File: src/rtl/alu_issue_ctrl.sv
// alu_issue_ctrl: decodes a MIPS ALU instruction, issues registered operands
// to an external combinational ALU, captures its result and presents it on a
// valid/ready response port.
// Optional feature macro: ALU_ISSUE_B2B_EN (accept a new request in the same
// cycle the pending response is consumed, one result every two cycles).
module alu_issue_ctrl (
  input  logic        clk_i,
  input  logic        rst_i,
  input  logic        req_valid_i,
  output logic        req_ready_o,
  input  logic [31:0] instr_i,
  input  logic [31:0] rs_data_i,
  input  logic [31:0] rt_data_i,
  output logic [31:0] alu_src1_o,
  output logic [31:0] alu_src2_o,
  output logic [3:0]  alu_ctrl_o,
  input  logic [31:0] alu_result_i,
  input  logic        alu_zero_i,
  output logic        rsp_valid_o,
  input  logic        rsp_ready_i,
  output logic [31:0] rsp_result_o,
  output logic        rsp_zero_o,
  output logic        rsp_illegal_o
);

  typedef enum logic [1:0] {
    IDLE = 2'd0,
    EXEC = 2'd1,
    RESP = 2'd2
  } state_t;

  state_t state_reg, state_next;

  logic [5:0]  opcode;
  logic [5:0]  funct;
  logic [4:0]  shamt;
  logic [31:0] imm_ext;

  logic        dec_legal;
  logic [3:0]  dec_ctrl;
  logic [31:0] dec_src1;
  logic [31:0] dec_src2;

  logic        accept;
  logic        rsp_done;

  assign opcode  = instr_i[31:26];
  assign funct   = instr_i[5:0];
  assign shamt   = instr_i[10:6];
  assign imm_ext = {{16{instr_i[15]}}, instr_i[15:0]};

  // Register-number fields are resolved upstream; only the data arrives here.
  logic unused_fields;
  assign unused_fields = &{1'b0, instr_i[25:16]};

  assign accept   = req_valid_i & req_ready_o;
  assign rsp_done = rsp_valid_o & rsp_ready_i;

  // Instruction decode: ALU op code, operand selection and legality
  always_comb begin
    dec_legal = 1'b1;
    dec_ctrl  = 4'd0;
    dec_src1  = rs_data_i;
    dec_src2  = rt_data_i;
    case (opcode)
      6'h00: begin
        case (funct)
          6'h24: dec_ctrl = 4'd0;
          6'h25: dec_ctrl = 4'd1;
          6'h20: dec_ctrl = 4'd2;
          6'h2A: dec_ctrl = 4'd4;
          6'h22: dec_ctrl = 4'd6;
          6'h03: begin
            // Shift amount travels in the src1 bit positions it occupies in the instruction
            dec_ctrl = 4'd8;
            dec_src1 = {21'b0, shamt, 6'b0};
          end
          6'h07: dec_ctrl = 4'd9;
          default: dec_legal = 1'b0;
        endcase
      end
      6'h08: begin dec_ctrl = 4'd2;  dec_src2 = imm_ext; end
      6'h0A: begin dec_ctrl = 4'd3;  dec_src2 = imm_ext; end
      6'h0F: begin dec_ctrl = 4'd11; dec_src2 = imm_ext; end
      6'h04: dec_ctrl = 4'd7;
      6'h05: dec_ctrl = 4'd10;
      default: dec_legal = 1'b0;
    endcase
  end

  // State register
  always_ff @(posedge clk_i or posedge rst_i) begin
    if (rst_i) state_reg <= IDLE;
    else       state_reg <= state_next;
  end

  // Next-state logic; an illegal request bypasses EXEC
  always_comb begin
    state_next = state_reg;
    case (state_reg)
      IDLE: if (accept) state_next = dec_legal ? EXEC : RESP;
      EXEC: state_next = RESP;
      RESP: begin
        if (rsp_done) begin
          // accept can only be high here when back-to-back issue is enabled
          if (accept) state_next = dec_legal ? EXEC : RESP;
          else        state_next = IDLE;
        end
      end
      default: state_next = IDLE;
    endcase
  end

  // Handshake outputs decoded from the state
  always_comb begin
    req_ready_o = 1'b0;
    rsp_valid_o = 1'b0;
    case (state_reg)
      IDLE: req_ready_o = 1'b1;
      RESP: begin
        rsp_valid_o = 1'b1;
`ifdef ALU_ISSUE_B2B_EN
        req_ready_o = rsp_ready_i;
`else
        req_ready_o = 1'b0;
`endif
      end
      default: ;
    endcase
  end

  // ALU operand registers: loaded only by an accepted legal request
  always_ff @(posedge clk_i or posedge rst_i) begin
    if (rst_i) begin
      alu_src1_o <= 32'd0;
      alu_src2_o <= 32'd0;
      alu_ctrl_o <= 4'd0;
    end else if (accept && dec_legal) begin
      alu_src1_o <= dec_src1;
      alu_src2_o <= dec_src2;
      alu_ctrl_o <= dec_ctrl;
    end
  end

  // Response registers: illegal result at accept, ALU result at end of EXEC
  always_ff @(posedge clk_i or posedge rst_i) begin
    if (rst_i) begin
      rsp_result_o  <= 32'd0;
      rsp_zero_o    <= 1'b0;
      rsp_illegal_o <= 1'b0;
    end else if (accept && !dec_legal) begin
      rsp_result_o  <= 32'd0;
      rsp_zero_o    <= 1'b0;
      rsp_illegal_o <= 1'b1;
    end else if (state_reg == EXEC) begin
      rsp_result_o  <= alu_result_i;
      rsp_zero_o    <= alu_zero_i;
      rsp_illegal_o <= 1'b0;
    end
  end

endmodule
File: config.mk
export PLATFORM = sky130hd
export DESIGN_NAME = alu_issue_ctrl
export DESIGN_NICKNAME = d
export VERILOG_FILES = /design/src/rtl/alu_issue_ctrl.sv
export SDC_FILE = /design/constraint.sdc
export NUM_CORES = 1
export LEC_CHECK = 0
export ABC_AREA = 1
export ABC_CLOCK_PERIOD_IN_PS = 5600
export CAP_MARGIN = 0
export CORE_ASPECT_RATIO = 0.8
export CORE_MARGIN = 4
export CORE_UTILIZATION = 45
export DETAILED_ROUTE_END_ITERATION = 8
export PLACE_DENSITY = 0.86
export SYNTH_ARGS = -nofsm -noshare
export SYNTH_HDL_FRONTEND = slang
export SYNTH_SLANG_ARGS = --single-unit
File: constraint.sdc
create_clock -name clk_i -period 5.6 [get_ports clk_i]
set_clock_uncertainty 0.15 [all_clocks]
set_input_delay 1.12 -clock clk_i [delete_from_list [all_inputs] [get_ports clk_i]]
set_output_delay 1.12 -clock clk_i [all_outputs]
set_load 0.1 [all_outputs]
==> flow_summary.json <==
{
  "outcome": "finished, final reports clean",
  "power_density_mw_per_mm2": 465,
  "grt_pass1_vias": 5061,
  "coreArea_mm2": 0.0115,
  "drc": 0,
  "worst_slack_ps": 2080,
  "setup_violations": 0,
  "worstSkewPairLatency_ps": 330,
  "cts.sinks": 104,
  "finalPower_uw": 3670,
  "vias": 5312,
  "cts_tree": "yes",
  "post-dp-hpwl_mm": 11.2,
  "cp-end-kind": "flip-flop",
  "ant_nets": 0,
  "cts_inserted_buffers": 9,
  "cts_buffer_depth": 2,
  "start_util": 0.459,
  "final_cell_area_mm2": 0.00788,
  "post_cts_buffers": 0,
  "drive_gt1_frac": 0.0453,
  "finalMaxSlewViolations": 0,
  "dp_worst_setup_slack_ps": 1740,
  "vias_per_cell": 4.84,
  "netlist_area_mm2": 0.00526,
  "overflow": 0,
  "path_clk_slew_ps": 70,
  "gr-usage-all-layers": 0.234,
  "clk_root_buffer_cell": "clkbuf_16",
  "first_iter_violations": 344,
  "tightestPinTransition_ps": 1100,
  "io_buffers": 226,
  "slew_headroom": 0.264,
  "diodes": 0,
  "holdBufCountCts": 0,
  "yosysWarnings": 0,
  "wl_mm": 15.9,
  "setup.worst_path.start_class": "input port",
  "cp.required_ps": 5720,
  "min_period_over_period": 0.629,
  "cp_cell_sequence": "clkdlybuf4s50_1, nor2_4, nand2_2, nand3_1, nor2_2, nand2_2, buf_4, nand3_1, nand2_1",
  "whs_ps": 321,
  "die_h_um": 105,
  "ir_worst_vdd_uv": 368,
  "syn_inst": 741,
  "ys_seq_area_frac": 0.495,
  "power.leakage_uw": 0.00428,
  "place_area_mm2": 0.00759,
  "wl_per_cell_um": 14.5,
  "grt_max_degree": 69,
  "rsz0062_at_grt": "false",
  "area_growth_pct": 49.8,
  "layout.nets": 1078,
  "htree_levels": 3,
  "std_cell_rows": 35,
  "cp_max_fo": 68,
  "maxCapViolations": 0,
  "die_x_um": 129,
  "io_pins": 237,
  "max_freq_ghz": 0.284,
  "ys_seq_elements": 104,
  "cp.arrival_ps": 3650,
  "hold_viol_final": 0,
  "globalplace.congestion": 0.867,
  "post-route-min-period_ps": 3520,
  "cpPeakStageDelay_ps": 560,
  "yosysUniqueCellTypes": 22,
  "dr.pass1.iters": 4,
  "synth.avg_cell_area_um2": 7.10,
  "hp-class": "reg2reg",
  "path_class": "in2reg",
  "cts-resized-gates": 0,
  "slowest_stage": "buf_4",
  "grt_pass1_wl_mm": 25.6,
  "syn_nets": 874,
  "tns_ps": 0,
  "antenna_found_initial": 0,
  "fp.dieArea_mm2": 0.0135,
  "reg.largest.list": "alu_src1_o x32, alu_src2_o x32, rsp_result_o x32"
}
[area by class of cell]
cell class / count / area, µm²
fill: 986 / 3590
tap: 148 / 185
multi-input combinational: 520 / 2180
clock buffer: 9 / 225
sequential: 104 / 2600
timing repair buffer: 234 / 2330
clock inverter: 7 / 65.1
inverter: 76 / 288
[metrics by stage]
stage / cells / utilization
floorplan: 741 / -
global placement: 1082 / 0.662
detailed placement: 1082 / 0.662
CTS: 1098 / 0.687
global route: 1098 / 0.687
finish: 1098 / 0.687
[synth_stat cells]
cell type,n,area share
clkinv_1,1,0.00071
buf_6,2,0.0043
buf_2,17,0.016
nand3_4,1,0.0033
nand2_2,5,0.0059
clkbuf_1,16,0.011
nor2_2,5,0.0059
nand3b_1,1,0.0014
nor2_4,1,0.0021
inv_2,2,0.0014
dfrtp_1,104,0.49
nand2_1,339,0.24
nand3_2,2,0.0038
o21bai_1,1,0.0014
inv_1,73,0.052
nand3_1,112,0.11
nor2_1,45,0.032
o22ai_1,1,0.0012
o21ai_0,5,0.0048
buf_1,3,0.0021
buf_4,3,0.0043
nand4_1,2,0.0024
[worst paths after layout]
kind / cells after the start / endpoint / from / slack [ps]
min in group asynchronous: 2 / alu_src1_o[29] / rst_i / 1190
max in group asynchronous: 3 / rsp_result_o[28] / rst_i / 3100
max: 9 / alu_src2_o[16] / instr_i[31] / 2080
min: 2 / alu_src1_o[15] / alu_src1_o[15] / 320
min reg2reg: 2 / alu_src1_o[15] / alu_src1_o[15] / 320
max reg2reg: 6 / rsp_result_o[24] / state_reg[1] / 3300
[layout by cell type (no fill, tap or decap), types with 4 or more instances in the layout]
cell	count
buf_4	7
clkbuf_16	9
clkdlybuf4s50_1	226
clkinv_4	4
dfrtp_1	104
inv_1	72
nand2_1	339
nand2_2	5
nand3_1	112
nor2_1	43
nor2_2	6
o21ai_0	5
[report_power, final]
part           switching [µW]  internal, µW
combinational            1590           447
clock                     300           311
sequential               93.9           922
total                    1990          1680
[cell families after synthesis]
logic type / after synthesis / share of synthesized area
AOI/OAI and AO/OA: 7 / 0.00737
buffers and inverters: 117 / 0.0925
DFF: 104 / 0.495
and+or+nand+nor: 513 / 0.405
[metal layers]
metal / wire length (µm) / GRT usage / vias to the layer above
met4: 331 / 0.0622 / 0
met1: 6470 / 0.297 / 2426
met5: 0 / 0 / -
met3: 1460 / 0.0751 / 24
met2: 7670 / 0.385 / 200
li1: - / - / 2662
[worst max-delay path, delay by kind of cell]
kind / cells / cell delay [ps]
buffers and inverters: 2 / 1010
AND/OR/NAND/NOR: 7 / 1470
Power figures use the tool's default switching activity.
